--- src/rtl/asm_mon_pkg.sv ---
// Shared types and default widths for the assembly-test result monitor.
// Optional behaviour elsewhere is selected by ASM_MON_ALL_CHECKS_EN.
package asm_mon_pkg;

  localparam int unsigned XLEN_DEF       = 32;
  localparam int unsigned NUM_REGS_DEF   = 32;
  localparam int unsigned NUM_CHECKS_DEF = 8;
  localparam int unsigned TIMEOUT_DEF    = 100;

  localparam int unsigned RA = $clog2(NUM_REGS_DEF);
  localparam int unsigned CI = $clog2(NUM_CHECKS_DEF);

  typedef enum logic [2:0] {
    IDLE,
    WAIT_TRIG,
    CHECK,
    PASS,
    FAIL,
    TIMEOUT
  } mon_state_t;

  typedef struct packed {
    logic [RA-1:0]       rsel;
    logic [XLEN_DEF-1:0] val;
  } check_entry_t;

  function automatic int unsigned clog2_min1(input int unsigned n);
    return (n > 1) ? $clog2(n) : 1;
  endfunction

endpackage

--- src/rtl/asm_mon_shadow_rf.sv ---
// Shadow copy of the CPU register file, fed by snooping the writeback port.
// x0 reads as zero; writes are dropped while freeze_i is high.
module asm_mon_shadow_rf #(
  parameter int unsigned XLEN     = 32,
  parameter int unsigned NUM_REGS = 32
) (
  input  logic                        clk_i,
  input  logic                        rst_ni,
  input  logic                        freeze_i,
  input  logic                        wb_en_i,
  input  logic [$clog2(NUM_REGS)-1:0] wb_addr_i,
  input  logic [XLEN-1:0]             wb_data_i,
  input  logic [$clog2(NUM_REGS)-1:0] trig_addr_i,
  output logic [XLEN-1:0]             trig_data_o,
  input  logic [$clog2(NUM_REGS)-1:0] chk_addr_i,
  output logic [XLEN-1:0]             chk_data_o
);

  logic [XLEN-1:0] regs_q [NUM_REGS];

  always_ff @(posedge clk_i) begin
    if (!rst_ni) begin
      for (int unsigned r = 0; r < NUM_REGS; r++) begin
        regs_q[r] <= '0;
      end
    end else if (wb_en_i && !freeze_i && (wb_addr_i != '0)) begin
      regs_q[wb_addr_i] <= wb_data_i;
    end
  end

  always_comb begin
    trig_data_o = (trig_addr_i == '0) ? '0 : regs_q[trig_addr_i];
    chk_data_o  = (chk_addr_i == '0) ? '0 : regs_q[chk_addr_i];
  end

endmodule

--- src/rtl/asm_result_monitor.sv ---
// Assembly-test result checker: arm, wait for trigger register, compare table.
// Define ASM_MON_ALL_CHECKS_EN to run every entry and expose fail_mask.
module asm_result_monitor
  import asm_mon_pkg::*;
#(
  parameter int unsigned XLEN           = XLEN_DEF,
  parameter int unsigned NUM_REGS       = NUM_REGS_DEF,
  parameter int unsigned NUM_CHECKS     = NUM_CHECKS_DEF,
  parameter int unsigned TIMEOUT_CYCLES = TIMEOUT_DEF
) (
  input  logic                          clk,
  input  logic                          rst,
  input  logic                          wb_en,
  input  logic [$clog2(NUM_REGS)-1:0]   wb_addr,
  input  logic [XLEN-1:0]               wb_data,
  input  logic                          cfg_we,
  input  logic [$clog2(NUM_CHECKS)-1:0] cfg_idx,
  input  logic [$clog2(NUM_REGS)-1:0]   cfg_reg,
  input  logic [XLEN-1:0]               cfg_val,
  input  logic [$clog2(NUM_CHECKS):0]   cfg_num,
  input  logic [$clog2(NUM_REGS)-1:0]   trig_reg,
  input  logic [XLEN-1:0]               trig_val,
  input  logic                          start,
`ifdef ASM_MON_ALL_CHECKS_EN
  output logic [NUM_CHECKS-1:0]         fail_mask,
`endif
  output logic                          busy,
  output logic                          done,
  output logic                          pass,
  output logic                          timeout,
  output logic [$clog2(NUM_CHECKS)-1:0] fail_idx,
  output logic [XLEN-1:0]               fail_got
);

  localparam int unsigned RA_W = $clog2(NUM_REGS);
  localparam int unsigned CI_W = $clog2(NUM_CHECKS);
  localparam int unsigned NW   = CI_W + 1;
  localparam int unsigned CW   = clog2_min1(TIMEOUT_CYCLES);

  typedef struct packed {
    logic [RA_W-1:0] rsel;
    logic [XLEN-1:0] val;
  } entry_t;

  mon_state_t      state_q, state_d;
  logic [NW-1:0]   num_q, num_d;
  logic [RA_W-1:0] trig_reg_q, trig_reg_d;
  logic [XLEN-1:0] trig_val_q, trig_val_d;
  logic [CW-1:0]   cnt_q, cnt_d;
  logic [CI_W-1:0] idx_q, idx_d;
  logic [CI_W-1:0] fail_idx_q, fail_idx_d;
  logic [XLEN-1:0] fail_got_q, fail_got_d;
  entry_t          tbl_q [NUM_CHECKS];
  logic            tbl_we;
  logic            freeze;
  logic            trig_match;
  logic            mismatch;
  logic            last;
  logic [XLEN-1:0] trig_data;
  logic [XLEN-1:0] chk_data;
`ifdef ASM_MON_ALL_CHECKS_EN
  logic [NUM_CHECKS-1:0] mask_q, mask_d;
`endif

  asm_mon_shadow_rf #(
    .XLEN     (XLEN),
    .NUM_REGS (NUM_REGS)
  ) u_shadow (
    .clk_i       (clk),
    .rst_ni      (rst),
    .freeze_i    (freeze),
    .wb_en_i     (wb_en),
    .wb_addr_i   (wb_addr),
    .wb_data_i   (wb_data),
    .trig_addr_i (trig_reg_q),
    .trig_data_o (trig_data),
    .chk_addr_i  (tbl_q[idx_q].rsel),
    .chk_data_o  (chk_data)
  );

  always_ff @(posedge clk) begin
    if (!rst) begin
      state_q    <= IDLE;
      num_q      <= '0;
      trig_reg_q <= '0;
      trig_val_q <= '0;
      cnt_q      <= '0;
      idx_q      <= '0;
      fail_idx_q <= '0;
      fail_got_q <= '0;
      for (int unsigned i = 0; i < NUM_CHECKS; i++) begin
        tbl_q[i] <= '0;
      end
`ifdef ASM_MON_ALL_CHECKS_EN
      mask_q     <= '0;
`endif
    end else begin
      state_q    <= state_d;
      num_q      <= num_d;
      trig_reg_q <= trig_reg_d;
      trig_val_q <= trig_val_d;
      cnt_q      <= cnt_d;
      idx_q      <= idx_d;
      fail_idx_q <= fail_idx_d;
      fail_got_q <= fail_got_d;
      if (tbl_we) begin
        tbl_q[cfg_idx] <= '{rsel: cfg_reg, val: cfg_val};
      end
`ifdef ASM_MON_ALL_CHECKS_EN
      mask_q     <= mask_d;
`endif
    end
  end

  assign trig_match = (trig_data == trig_val_q);

  always_comb begin
    state_d    = state_q;
    num_d      = num_q;
    trig_reg_d = trig_reg_q;
    trig_val_d = trig_val_q;
    cnt_d      = cnt_q;
    idx_d      = idx_q;
    fail_idx_d = fail_idx_q;
    fail_got_d = fail_got_q;
    tbl_we     = 1'b0;
    freeze     = 1'b1;
    mismatch   = (chk_data != tbl_q[idx_q].val);
    last       = ({1'b0, idx_q} == (num_q - 1'b1));
`ifdef ASM_MON_ALL_CHECKS_EN
    mask_d     = mask_q;
`endif
    unique case (state_q)
      IDLE: begin
        freeze = 1'b0;
        tbl_we = cfg_we && (32'(cfg_idx) < NUM_CHECKS);
        if (start) begin
          num_d      = (32'(cfg_num) > NUM_CHECKS) ? NW'(NUM_CHECKS) : cfg_num;
          trig_reg_d = trig_reg;
          trig_val_d = trig_val;
          cnt_d      = '0;
          idx_d      = '0;
          state_d    = WAIT_TRIG;
        end
      end
      WAIT_TRIG: begin
        // Freezing on the match cycle makes the snapshot exactly what matched.
        if (trig_match) begin
          idx_d   = '0;
          state_d = CHECK;
        end else begin
          freeze = 1'b0;
          if ((TIMEOUT_CYCLES != 0) && (cnt_q == CW'(TIMEOUT_CYCLES - 1))) begin
            state_d = TIMEOUT;
          end else begin
            cnt_d = cnt_q + 1'b1;
          end
        end
      end
      CHECK: begin
        if (num_q == '0) begin
          state_d = PASS;
        end else begin
`ifdef ASM_MON_ALL_CHECKS_EN
          if (mismatch) begin
            mask_d[idx_q] = 1'b1;
            if (mask_q == '0) begin
              fail_idx_d = idx_q;
              fail_got_d = chk_data;
            end
          end
          if (last) begin
            state_d = (mismatch || (mask_q != '0)) ? FAIL : PASS;
          end else begin
            idx_d = idx_q + 1'b1;
          end
`else
          if (mismatch) begin
            fail_idx_d = idx_q;
            fail_got_d = chk_data;
            state_d    = FAIL;
          end else if (last) begin
            state_d = PASS;
          end else begin
            idx_d = idx_q + 1'b1;
          end
`endif
        end
      end
      PASS, FAIL, TIMEOUT: begin
        state_d = state_q;
      end
      default: begin
        state_d = IDLE;
      end
    endcase
  end

  always_comb begin
    busy     = (state_q == WAIT_TRIG) || (state_q == CHECK);
    done     = (state_q == PASS) || (state_q == FAIL) || (state_q == TIMEOUT);
    pass     = (state_q == PASS);
    timeout  = (state_q == TIMEOUT);
    fail_idx = fail_idx_q;
    fail_got = fail_got_q;
`ifdef ASM_MON_ALL_CHECKS_EN
    fail_mask = mask_q;
`endif
  end

endmodule

--- config.mk ---
export PLATFORM = sky130hd
export DESIGN_NAME = asm_result_monitor
export DESIGN_NICKNAME = d
export VERILOG_FILES = /design/src/rtl/asm_mon_pkg.sv /design/src/rtl/asm_mon_shadow_rf.sv /design/src/rtl/asm_result_monitor.sv
export SDC_FILE = /design/constraint.sdc
export NUM_CORES = 2
export LEC_CHECK = 0
export CAP_MARGIN = 15
export CORE_AREA = 2 2 365 367
export CTS_CLUSTER_DIAMETER = 40
export DETAILED_ROUTE_END_ITERATION = 8
export DIE_AREA = 0 0 367 369
export MAX_ROUTING_LAYER = met4
export PLACE_DENSITY = 0.75
export SLEW_MARGIN = 20
export SYNTH_ARGS = -nofsm -noshare
export SYNTH_HDL_FRONTEND = slang
export SYNTH_HIERARCHICAL = 1
export SYNTH_SLANG_ARGS = --single-unit
--- constraint.sdc ---
create_clock -name clk -period 5.45 [get_ports clk]
set_input_delay 0.545 -clock clk [delete_from_list [all_inputs] [get_ports clk]]
set_output_delay 0.545 -clock clk [all_outputs]
set_load 0.03 [all_outputs]
## After elaboration in Yosys (flattened, before gate mapping)

Memories as Yosys holds them, arrays and structs flattened. A register that Yosys moved wholly into a read port is not among the register bits.
Index checks and enable logic that the tools add are counted.

| word-level totals | value |
|---|---|
| bits in writable memories | 1320 |
| output and inout port bits | 39 |
| memories kept | 2 |
| logic and storage cells | 95 |
| bits of input ports | 123 |
| register bits after elaboration | 89 |

Memories:

| memory | depth | width | read ports | clocked after Yosys merged registers in | wr ports | line | source |
|---|---|---|---|---|---|---|---|
| u_shadow.regs_q | 32 | 32 | 2 | 1 | 32 | asm_mon_shadow_rf.sv:19 | `logic [XLEN-1:0] regs_q [NUM_REGS];` |
| tbl_q | 8 | 37 | 1 | 1 | 8 | asm_result_monitor.sv:53 | `entry_t tbl_q [NUM_CHECKS];` |

| operators by class | value |
|---|---|
| magnitude comparators | 1 |
| bitwise gates (word level) | 2 |
| muxes and demuxes | 40 |
| equal/unequal tests | 18 |
| reduce and logical (&&, ||, !) cells | 21 |
| $add $sub $neg | 3 |

Operators with widths:

| cell | number |
|---|---|
| 2-to-1 mux 32 bit | 3 |
| 2-to-1 mux 3 bit | 14 |
| 2-to-1 mux 37 bit | 1 |
| OR reduction 37 bit | 1 |
| equality test 32 bit | 1 |
| != test 32 bit | 1 |
| OR reduction 32 bit | 1 |
| 2-to-1 mux 7 bit | 3 |
| 2-to-1 mux 5 bit | 3 |
| != test 2 bit, second input constant | 7 |
| one-hot mux 7 bit (2 select lines) | 1 |
| one-hot mux 3 bit (4 select lines) | 1 |
| 2-to-1 mux 1 bit | 11 |
| zero test 5 bit | 2 |
| one-hot mux 3 bit (3 select lines) | 1 |
| AND reduction 4 bit | 2 |
| adder 7 x 1 -> 7 bit, second input constant | 1 |
| equality test 7 bit, second input constant | 1 |
| equality test 3 x 2 -> 1 bit, second input constant | 2 |
| equality test 3 bit, second input constant | 2 |
| AND reduction 6 bit | 1 |
| nonzero test 5 bit | 1 |
| equality test 3 x 4 -> 1 bit | 1 |
| > comparator 4 bit, second input constant | 1 |
| other kinds (18) | 22 |

## Logic depth before layout (Yosys ltp)

| depth | value |
|---|---|
| word-level depth | 13 |
| mapped depth | 23 |

## By module

Netlist, hierarchy kept.

By module, submodules not included:

| module | area each (sq um) | instances | cells each | sequential area each (sq um) |
|---|---|---|---|---|
| asm_mon_shadow_rf | 54364.6 | 1 | 3570 | 30749.5 |
| asm_result_monitor | 17618.1 | 1 | 1367 | 10730.3 |

## Least setup slack after synthesis

No wires, ideal clock.

| timing path | value |
|---|---|
| path type | register to register |
| start point | reg trig_reg_q[0] |
| end point | mem u_shadow.regs_q[27][0], enable pin |
| required time | 4.984 ns |
| cell stages (with the launch flop) | 16 |
| data arrival time | 5.320 ns |
| path buffers | 4 |
| path slack | -0.336 ns |
| cell sequence | dfxtp_1 buf_4 buf_6 buf_2 mux4_2 a2111oi_0 nor3_1 xnor2_1 nand4_1 nor4_1 nand2_1 o21ai_0 and3b_1 nand3_1 clkbuf_1 o21ai_0 |

RTL lines:

| what | line | source |
|---|---|---|
| start, declared | asm_result_monitor.sv:47 | `logic [RA_W-1:0] trig_reg_q, trig_reg_d;` |
| start signal, assigned | asm_result_monitor.sv:100 | `trig_reg_q <= trig_reg_d;` |
| end, declared | asm_mon_shadow_rf.sv:19 |  |

==> results.py <==
metrics = {
    "cells_and_area": {
        "finish.utilization": 0.654,
        "drive_above_1_share": 0.270,
        "nets": 5416,
        "syn2layout_area_growth_pct": 19.2,
    },
    "power": {
        "vdd_drop_max_mv": 0.316,
        "p_switching_w": 0.00726,
        "total_leakage_power_nw": 30.2,
        "p_int_w": 0.0210,
        "p_per_area_nw_per_um2": 329,
        "p_sw_frac": 0.257,
        "p_total_w": 0.0282,
        "p_comb_frac": 0.114,
        "p_seq_frac": 0.443,
        "pwr-share-clk": 0.443,
    },
    "critical_path": {
        "regToRegSetupSlack_ns": 0.03,
        "critical_path_arrival_ns": 5.90,
        "regToRegStartpoint": "trig_reg_q[1]$_SDFFE_PN0P_",
        "cp-startpoint": "trig_reg_q[1]$_SDFFE_PN0P_",
        "critPathTopFamily": "simple AND/OR/NAND/NOR gates",
        "slowest_delay_ns": 0.88,
        "cpMaxStageDelayCell": "a311oi_1",
        "crit_chain": "buf_4 > nor2_1 > buf_4 > a21oi_1 > nand3_1 > a311oi_1 > xnor2_1 > nand4_1 > nor4_2 > buf_4 > nand2_1 > o21ai_0 > buf_4 > and3b_1 > nand3b_1 > buf_12 > nor3_2 > nand2b_2 > buf_12",
        "cp_max_fo": 22,
        "setup.worst_path.end_class": "flip-flop",
        "path_buf_inv": 6,
        "crit_type": "reg -> reg",
        "timing.rr.end": "u_shadow/regs_q[14][26]$_SDFFCE_PN0P_",
        "reg2regPathDepth": 19,
        "start_kind": "flip-flop",
        "cp_common_cell": "buf_4",
        "crit_required_ns": 5.93,
    },
    "clock_tree": {
        "cts_sinks": 1412,
        "clk_latency_ns": 0.84,
        "cts_hold_buf": 0,
        "cts_buffers": 184,
        "ctsLongestPathBuffers": 3,
        "cts_tree": "built",
        "clkTransAtPathRegs_ns": 0.06,
        "cts_htree_levels": 4,
        "root_buffer": "clkbuf_16",
    },
    "logic_synthesis": {
        "async_flop_share": 0,
        "synth_ff_type": "edfxtp_1",
        "synth_cell_types": 67,
        "synth_edf_count": 1320,
        "syn-cell-area_um2": 72000,
        "netlist_instances": 4937,
        "synth_seq_cells": 1412,
        "yosysSeqAreaShare": 0.576,
        "yosys_warnings": 6,
        "syn_avg_cell_area_um2": 14.6,
    },
    "worst_hold_path": {
        "hp-class": "in -> reg",
        "min_path_cells": 3,
        "hold_start": "rst",
    },
    "global_route": {
        "grt_pass1_vias": 47981,
        "grt_pass1_wl_um": 337000,
        "gr-usage-all-layers": 0.357,
        "grt_overflow": 0,
        "antenna_found_initial": 10,
        "grt_max_degree": 61,
    },
    "timing": {
        "slew-limit-headroom": 0.225,
        "skew_ns": 0.0546,
        "hold_slack_ns": 0.248,
        "setup_viol": 0,
        "slew_viol_final": 0,
        "fmax_mhz": 185,
        "fin_crit_sh": 0.994,
        "worst_pin_slew_ns": 1.16,
        "final.min_clock_period_ns": 5.42,
        "final-hold-violation-count": 0,
    },
    "route": {
        "wl_per_cell_um": 33.0,
        "drcViolationCount": 0,
        "first_pass_iters": 6,
        "routed_wl_um": 238000,
        "avgViaCountPerCell": 6.77,
        "drtIter0Drc": 7999,
        "ant_nets": 0,
        "num_vias": 48846,
    },
    "floorplan": {
        "initial_core_util": 0.549,
        "fp.dieArea_um2": 135000,
        "chipHeight_um": 369,
        "die_w_um": 367,
        "ioPinCount": 162,
        "core_um2": 131000,
        "std_cell_rows": 133,
    },
    "run_status": {
        "outcome": "finished, final reports clean",
    },
    "place": {
        "io_buffers": 161,
        "hpwlAfterDp_um": 152000,
        "gp_congestion": 0.973,
    },
    "run": {
        "maxCapViolations": 0,
    },
}
## tightest hold or removal path, cell delays in order
cell	delay, ns
buf_4	0.24
nand2_1	0.15
o211ai_1	0.08
## stage by stage
step	TNS, ns	cell area (um^2)	setup slack (ns)	instances
after global routing	-0.512	85800	-0.0308	7210
after CTS	0	85300	0.000932	7191
final	0	85800	0.0342	7211
after floorplan	-160.14	72100	-0.336	4968
after global placement	-0.716	78900	-0.139	6843
after detailed placement	-1.39	78900	-0.182	6844
## synth_stat cells, drive strengths merged (36+ instances only)
master / n / area [um^2]
nand2: 125 / 469
dfxtp: 92 / 1840
and2: 1295 / 8100
a21oi: 106 / 531
a22o: 47 / 412
buf: 147 / 980
edfxtp: 1320 / 39600
clkbuf: 328 / 1230
o22ai: 72 / 450
xnor2: 54 / 473
o21ai: 67 / 335
mux4: 504 / 11400
mux2: 45 / 507
nand3: 52 / 260
a22oi: 43 / 323
nor3: 63 / 315
nor2: 51 / 191
mux2i: 244 / 2440
a211oi: 36 / 270
## what timing repair did
| action | in CTS | in global routing |
|---|---|---|
| cloned | 0 | 7 |
| buffers inserted | 0 | 7 |
| pin swaps | 0 | 7 |
| resized for setup | 9 | 72 |
| endpoints found under the setup margin | 477 | 1985 |
## layout make-up
type | count | area, um^2
diodes | 6 | 15.0
clock buffers | 205 | 4740
clock inverters | 142 | 1660
fillers | 8936 | 45300
inverters | 10 | 37.5
multi-input cells | 3073 | 29300
flip-flops and latches | 1412 | 41500
well taps | 1755 | 2200
repair buffers | 608 | 6390
## per-layer routing
metal  vias up  GRT usage  share of wire
met5         -          -              0
met4         0      0.187          0.058
met3       651     0.0838           0.14
met2      4127      0.523           0.45
met1     24545      0.466           0.35
li1      19523          -              -
## flip-flops by register name (all words and copies together) (netlist names), named ones only
name,cells
trig_reg_q,5
state_q,3
fail_got,32
u_shadow/regs_q,1024
num_q,4
tbl_q,296
cnt_q,7
idx_q,3
trig_val_q,32
fail_idx,3
## worst max path at each step
stage / end / depth (start not counted) / slack, ns
3_3_place_gp: flip-flop / 16 / -0.14
4_1_cts: idx_q[0]$_SDFFE_PN0P_ / 14 / 0.0009
6_report: u_shadow/regs_q[14][26]$_SDFFCE_PN0P_ / 19 / 0.03
5_1_grt: u_shadow/regs_q[9][26]$_SDFFCE_PN0P_ / 23 / -0.03
2_1_floorplan: u_shadow/regs_q[27][0]$_SDFFCE_PN0P_ / 15 / -0.34
3_5_place_dp: idx_q[0]$_SDFFE_PN0P_ / 16 / -0.18
## kinds of logic after synthesis
| kind of cell | synth area share |
|---|---|
| flip-flops | 0.576 |
| other | 0.0000521 |
| AND/OR/NAND/NOR | 0.140 |
| AO/OA/AOI/OAI | 0.0453 |
| multiplexers | 0.199 |
| buffers and inverters | 0.0312 |
| adder cells (fa/ha/maj) | 0.000695 |
| XOR/XNOR | 0.00767 |
## cells in the final DEF, fill, tap and decap left out, types with 32 or more instances in the layout
master           netlist  final
a21oi_1              106    106
a22o_1                47     47
a22oi_1               43     43
and2_1              1295   1294
buf_12                 0     99
buf_4                 41    331
clkbuf_16              0    191
clkdlybuf4s50_1        0    147
conb_1                 1     32
dfxtp_1               92     84
edfxtp_1            1320   1320
mux2_2                45     42
mux2i_1              244    243
mux4_2               503    503
nand2_1              125    125
nand3_1               52     52
nor3_1                63     38
o21ai_0               66     39
o22ai_1               72     65
xnor2_1               54     54
## power by group through the flow
| stage | sequential (W) | combinational, W | clock (W) |
|---|---|---|---|
| after detailed placement | 0.0127 | 0.00302 | 0 |
| after global placement | 0.0127 | 0.00298 | 0 |
| after floorplan | 0.0126 | 0.00166 | 0 |
| after global routing | 0.0125 | 0.00329 | 0.0130 |
| final | 0.0125 | 0.00321 | 0.0125 |
| after CTS | 0.0125 | 0.00304 | 0.0125 |
No activity file was read; power rests on OpenSTA's default activity.
